$ cat config.mk
export PLATFORM = sky130hd
export DESIGN_NAME = perip_arb
export DESIGN_NICKNAME = d
export VERILOG_FILES = /design/src/rtl/perip_arb_pkg.sv /design/src/rtl/perip_arb_rdtag.sv /design/src/rtl/perip_arb.sv
export SDC_FILE = /design/constraint.sdc
export NUM_CORES = 1
export LEC_CHECK = 0
export BUFFER_PORTS_ARGS = -buffer_cell sky130_fd_sc_hd__buf_2
export CORE_AREA = 2 2 117 119
export DETAILED_ROUTE_END_ITERATION = 16
export DIE_AREA = 0 0 119 121
export GPL_ROUTABILITY_DRIVEN = 0
export PLACE_DENSITY = 0.68
export RECOVER_POWER = 100
export SETUP_SLACK_MARGIN = 0.15
export SLEW_MARGIN = 10
export SYNTH_ARGS = -nofsm -noshare
export SYNTH_HDL_FRONTEND = slang
export SYNTH_SLANG_ARGS = --single-unit
$ cat constraint.sdc
create_clock -name clk -period 6.7 [get_ports clk]
set_clock_uncertainty 0.1 [all_clocks]
set_input_delay 0.67 -clock clk [delete_from_list [all_inputs] [get_ports clk]]
set_output_delay 0.67 -clock clk [all_outputs]
set_load 0.05 [all_outputs]
$ cat src/rtl/perip_arb_pkg.sv
// Shared definitions for the two-master peripheral port arbiter: master ids,
// arbiter states, read-tag layout and common constants.
package perip_arb_pkg;

  localparam int DATA_BUS = 32;

  localparam logic ENABLE  = 1'b1;
  localparam logic DISABLE = 1'b0;
  localparam logic [DATA_BUS-1:0] DATA_ZERO = '0;

  localparam logic M_CPU = 1'b0;
  localparam logic M_DMA = 1'b1;

  typedef enum logic [1:0] {
    IDLE = 2'd0,
    OWN0 = 2'd1,
    OWN1 = 2'd2
  } arb_state_t;

  typedef struct packed {
    logic valid;
    logic id;
  } rd_tag_t;

  function automatic arb_state_t own_state(input logic id);
    return (id == M_DMA) ? OWN1 : OWN0;
  endfunction

endpackage

$ cat src/rtl/perip_arb_rdtag.sv
// RD_LAT-deep shift register of read tags; the tail names the master whose
// read data is on p_rdata this cycle.
module perip_arb_rdtag
  import perip_arb_pkg::*;
#(
  parameter int RD_LAT = 1
) (
  input  logic    clk,
  input  logic    rst_n,
  input  rd_tag_t push,
  output rd_tag_t tail
);

  rd_tag_t pipe [RD_LAT];

  // NOTE: this array is reset because a stale valid bit would raise a spurious
  // rvalid; a pure data store would be left unreset.
  // NOTE: non-blocking assignments let every stage sample its predecessor's
  // old value, which is what makes this a shift register.
  always_ff @(posedge clk or negedge rst_n) begin
    if (!rst_n) begin
      for (int i = 0; i < RD_LAT; i++) pipe[i] <= '0;
    end else begin
      pipe[0] <= push;
      for (int i = 1; i < RD_LAT; i++) pipe[i] <= pipe[i-1];
    end
  end

  assign tail = pipe[RD_LAT-1];

endmodule

$ cat src/rtl/perip_arb.sv
// Round-robin arbiter with burst locking sharing one peripheral port between
// the CPU (master 0) and the DMA engine (master 1); read data is routed by tag.
module perip_arb
  import perip_arb_pkg::*;
#(
  parameter int DW       = DATA_BUS,
  parameter int AW       = 32,
  parameter int RD_LAT   = 1,
  parameter int MAX_HOLD = 16
) (
  input  logic          clk,
  input  logic          rst,
  input  logic          m0_req,
  input  logic          m0_rw,
  input  logic [AW-1:0] m0_addr,
  input  logic [DW-1:0] m0_wdata,
  input  logic          m0_lock,
  output logic          m0_gnt,
  output logic          m0_rvalid,
  output logic [DW-1:0] m0_rdata,
  input  logic          m1_req,
  input  logic          m1_rw,
  input  logic [AW-1:0] m1_addr,
  input  logic [DW-1:0] m1_wdata,
  input  logic          m1_lock,
  output logic          m1_gnt,
  output logic          m1_rvalid,
  output logic [DW-1:0] m1_rdata,
  output logic          p_rw,
  output logic [AW-1:0] p_addr,
  output logic [DW-1:0] p_wdata,
  input  logic [DW-1:0] p_rdata
);

  localparam int HW = $clog2(MAX_HOLD + 1);

  arb_state_t    state;
  logic [HW-1:0] hold_cnt;
  logic          last;
  logic [AW-1:0] addr_q;
  logic [DW-1:0] wdata_q;

  logic          owner_keeps;
  logic          gnt_any;
  logic          gnt_id;
  logic          sel_rw;
  logic          sel_lock;
  logic          other_req;
  logic          force_release;
  logic [AW-1:0] sel_addr;
  logic [DW-1:0] sel_wdata;
  logic [HW-1:0] cnt_before;
  rd_tag_t       push;
  rd_tag_t       tail;

  // NOTE: gnt_id gets a default first so no path through the chain can
  // leave it unassigned and infer a latch.
  always_comb begin
    gnt_id      = M_CPU;
    owner_keeps = ((state == OWN0) && m0_req) || ((state == OWN1) && m1_req);
    gnt_any     = rst && (m0_req || m1_req);
    if (owner_keeps)           gnt_id = (state == OWN1) ? M_DMA : M_CPU;
    else if (m0_req && m1_req) gnt_id = ~last;
    else if (m1_req)           gnt_id = M_DMA;
  end

  assign sel_rw    = gnt_id ? m1_rw    : m0_rw;
  assign sel_lock  = gnt_id ? m1_lock  : m0_lock;
  assign sel_addr  = gnt_id ? m1_addr  : m0_addr;
  assign sel_wdata = gnt_id ? m1_wdata : m0_wdata;
  assign other_req = gnt_id ? m0_req   : m1_req;

  // A beat that does not continue an existing lock starts a fresh count.
  assign cnt_before    = owner_keeps ? hold_cnt : '0;
  assign force_release = sel_lock && other_req && (cnt_before == HW'(MAX_HOLD - 1));

  assign m0_gnt  = gnt_any && (gnt_id == M_CPU);
  assign m1_gnt  = gnt_any && (gnt_id == M_DMA);
  assign p_rw    = gnt_any && sel_rw;
  assign p_addr  = gnt_any ? sel_addr  : addr_q;
  assign p_wdata = gnt_any ? sel_wdata : wdata_q;

  always_ff @(posedge clk or negedge rst) begin
    if (!rst) begin
      state    <= IDLE;
      hold_cnt <= '0;
      last     <= M_DMA;
      addr_q   <= '0;
      wdata_q  <= '0;
    end else if (gnt_any) begin
      last    <= gnt_id;
      addr_q  <= sel_addr;
      wdata_q <= sel_wdata;
      state   <= (sel_lock && !force_release) ? own_state(gnt_id) : IDLE;
      if (sel_lock && other_req && !force_release) hold_cnt <= cnt_before + HW'(1);
      else                                         hold_cnt <= '0;
    end else begin
      state    <= IDLE;
      hold_cnt <= '0;
    end
  end

  assign push.valid = gnt_any && !sel_rw;
  assign push.id    = gnt_id;

  perip_arb_rdtag #(
    .RD_LAT (RD_LAT)
  ) u_rdtag (
    .clk   (clk),
    .rst_n (rst),
    .push  (push),
    .tail  (tail)
  );

  assign m0_rvalid = (tail.valid == ENABLE) && (tail.id == M_CPU);
  assign m1_rvalid = (tail.valid == ENABLE) && (tail.id == M_DMA);
  assign m0_rdata  = m0_rvalid ? p_rdata : DW'(DATA_ZERO);
  assign m1_rdata  = m1_rvalid ? p_rdata : DW'(DATA_ZERO);

endmodule
Word level (Yosys, flattened, before mapping):

Cells that the tools add are included.

* bits in registers: 74
* bits of input ports: 168
* logic and storage cells: 51

* add/sub/neg operators: 1
* eq/ne operators: 3
* multiplexer cells: 19
* bitwise gates (word level): 3
* reductions and logical operators: 18

Operator list (count)
* two-way mux 32 bit: 6
* two-way mux 5 bit: 3
* logical AND 1 bit: 14
* two-way mux 1 bit: 7
* two-way mux 2 bit: 3
* adder 5 x 1 -> 5 bit (second input constant): 1
* == test 5 x 4 -> 1 bit (second input constant): 1
* NOT 1 bit: 3
* == test 2 x 1 -> 1 bit (second input constant): 1
* == test 2 bit (second input constant): 1
* zero test 1 bit: 2
* logical OR 1 bit: 2

Depth between registers and ports, before layout:

* word-level depth: 11
* mapped depth: 10
* gate-level depth less buffers: 10

Modules after synthesis:

A second synthesis with hierarchy kept.

* cells, all modules: 407
* area, all modules: 3891.2 um2

Modules (own cells, without submodules)
* perip_arb: instances 1, cells an instance 405, area an instance 3841.2 um2, seq. area each 1803.0 um2
* perip_arb_rdtag: instances 1, cells an instance 2, area an instance 50.0 um2, seq. area each 50.0 um2

Worst setup path before layout:

Ideal clock, no wire load.

* path type: input port to output port
* from: input port m0_req
* to: output port p_wdata[10]
* arrival time: 2.363 ns
* slack: 3.567 ns
* stages: 6
* path buffers: 2
* path through: inv_2 -> o311ai_2 -> buf_6 -> buf_6 -> mux2i_1 -> a21oi_1

* cells in the longest elaborated chain, start to end: 5

Ends and longest elaborated chain
* start, declared: line perip_arb.sv:13 `input logic m0_req,`
* logical AND 1 bit (on tied branches): line perip_arb.sv:63, perip_arb.sv:60
* two-way mux 1 bit / logical OR 1 bit (equally long branches): line perip_arb.sv:63, perip_arb.sv:60
* two-way mux 1 bit: line perip_arb.sv:62 `if (owner_keeps) gnt_id = (state == OWN1) ? M_DMA : M_CPU;`
* two-way mux 32 bit: line perip_arb.sv:70 `assign sel_wdata = gnt_id ? m1_wdata : m0_wdata;`
* two-way mux 32 bit (*)
* end, declared: line perip_arb.sv:31 `output logic [DW-1:0] p_wdata,`

Mark *: on every way between the ends. The rest lies on a longest branch, timed or not.

Final worst setup path:

* from: input port rst
* to: output port p_wdata[22]

* cells in the longest elaborated chain, start to end: 2

Ends and longest elaborated chain
* start, declared: line perip_arb.sv:12 `input logic rst,`
* logical AND 1 bit: line perip_arb.sv:61 `gnt_any = rst && (m0_req || m1_req);`
* two-way mux 32 bit

Every way passes these cells.

==> out/metrics.cfg <==
[routing]
vias=3948
drt_iter0_drc=127
wire_per_inst_um=14.8
dr_wl_met2_um=6390
drc_errors=0
via_per_inst=4.50
topRoutingLayerUsed=met5
antenna_left=0
drt-pass1-iter-count=4
wl_met1_um=5080
routed_wl_um=13000
wl_met3_um=1380

[timing]
drv_slew=112
slew_headroom_pct=-52.9
setup_slack_ns=1.98
fmax_mhz=212
tns_ns=0
finalSetupViolCount=0
rsz0062_at_grt=false
hold_viol_final=0
holdWs_ns=0.442
fin_crit_ns=4.72
worstMarginPinSlew_ns=2.29
post-route-period-util_pct=70.5

[yosys]
ys_types=29
synth_compound_area_share_pct=10.3
netlist_top_cells_area=dfrtp_1 (47%), mux2i_1 (17%), a21oi_1 (8.5%)
synth_commonest_cells=dfrtp_1 (73), nor2_1 (73), a21oi_1 (66)
syn_area_um2=3890
synth_fa_ha_area_share_pct=0.643
synth_top_family_by_area=simple AND/OR/NAND/NOR gates
synth_nets=577
synth.avg_cell_area_um2=9.57
synth_edf_count=0
yosysWarnings=0
synth_top_area_share_pct=46.9
ys_seq_area_share_pct=47.6
async_flop_share_pct=100
synth_simple_gate_area_share_pct=19.9
netlist.top_cell.by_area=dfrtp_1
synthCells=407
synth-xor-area-share_pct=0.450
synth_mux_area_share_pct=17.0
synth_seq_cells=74
synthFlopType=dfrtp_1

[final_layout]
multi_input_area_um2=1900
utilization_pct=43.7
area_growth_pct=46.9
fillers=1388
seqCellArea_um2=1850
final_cells=878
drive_gt1_share_pct=31.9
nets=863
stdcell_area_um2=5720

[placement]
hpwl_um=10600
post-place-ws_ns=2.97
placed_cells=858
placed_area_um2=5530
io_buffers=300

[clocking]
hold_buffers=0
htree_levels=3
post_cts_buffers=0
cts_tree=built
clk_pin_slew_ns=0.06
cts_buffer_depth=2
cts_buffers=9
clkSinkCount=74
post_cts_resized=0
clock_latency_ns=0.32
clockRootBuffer=clkbuf_16

[setup_path]
r2r_slack_ns=3.27
required_ns=5.93
startpoint_type=input port
rr_worst_depth=5
crit_type=in -> out
reg2reg_to=u_rdtag.tail[1]$_DFF_PN0_
crit_path_max_fanout=73
endpoint_kind=output pin
critPathArrivalTime_ns=3.95
r2r_start=last$_DFFE_PN1P_

[floorplanning]
num_io_pins=301
start_util_pct=29.8
die_x_um=119
die_h_um=121
fp.coreArea_um2=13100
num_rows=42
die_area_um2=14400

[run_status]
status=complete, but fails checks
violations=capacitance limit, slew limit

[worst_hold_path]
whs_path_depth=2
holdCritStartpoint=wdata_q[4]$_DFF_PN0_
hp-class=reg -> reg
worstHoldEndpoint=wdata_q[4]$_DFF_PN0_

[grt]
grt_pass1_vias=3694
grt-ovfl-total=0
grt_max_degree=74
grt_first_pass_wirelength_um=19300
antenna_found_initial=8
grtUsageTotal_pct=17.5

[power_and_ir_drop]
p_leak_nw=2.95
finalPower_mw=1.58
p_per_area_nw_per_um2=276
vdd_drop_max_uv=129

[job]
cap_violations=3

==> flip-flops by register name, indices dropped and copies added, names as in the netlist <==
register,flops
addr_q,32
wdata_q,32
hold_cnt,5
state,2
u_rdtag.tail,2
last,1
==> cells by family after synthesis <==
family | Yosys count
AND/OR/NAND/NOR | 155
AO/OA/AOI/OAI | 74
flip-flops | 74
multiplexers | 66
buffers and inverters | 34
XOR/XNOR | 2
adder cells (fa/ha/maj) | 2
==> where the power goes <==
part	switching, mW	internal [mW]	total, mW	leakage, nW
Combinational	0.401	0.137	0.538	1.95
Sequential	0.0229	0.505	0.528	0.841
Clock	0.176	0.335	0.511	0.156
==> how the worst max path moves through the flow <==
stage / start / endpoint / slack, ns / depth (start not counted)
after floorplan: m0_req / p_wdata[10] / 3.57 / 6
after global placement: rst / p_wdata[29] / 2.98 / 6
after detailed placement: rst / p_wdata[5] / 2.97 / 6
after CTS: rst / p_wdata[5] / 2.96 / 6
after global routing: rst / p_wdata[29] / 1.40 / 6
final: rst / p_wdata[22] / 1.98 / 6
==> routing by layer <==
metal,global-route usage [%],vias up
met1,18.8,1772
met5,0,-
met3,8.41,15
met4,4.24,4
met2,30.9,191
li1,-,1966
==> critical path, stage by stage <==
cell	delay, ns
clkbuf_1	1.33
o21a_4	0.64
buf_4	0.64
nor2_1	0.09
a21oi_1	0.19
buf_2	0.30
==> layout make-up <==
class	instances	area share, %
antenna	4	0.175
clock buffer	11	4.24
clock inverter	5	1.36
inverter	4	0.262
multi-input combinational	299	33.1
sequential	74	32.4
tap	176	3.85
timing repair buffer	305	24.6
==> cells in the final DEF, fill, tap and decap left out, drive strengths merged, types with 2 or more instances in the layout <==
cell	synthesis	final
nand3b	2	2
mux2i	65	65
dfrtp	73	73
inv	4	4
nor2	73	73
xnor2	2	2
bufinv	0	2
and3	33	33
and2	36	36
clkinv	0	2
nand3	2	2
clkbuf	23	111
diode	0	4
ha	2	2
buf	7	205
nand2	7	7
a21oi	66	66
Note: power is estimated with default switching activity, not from simulation.
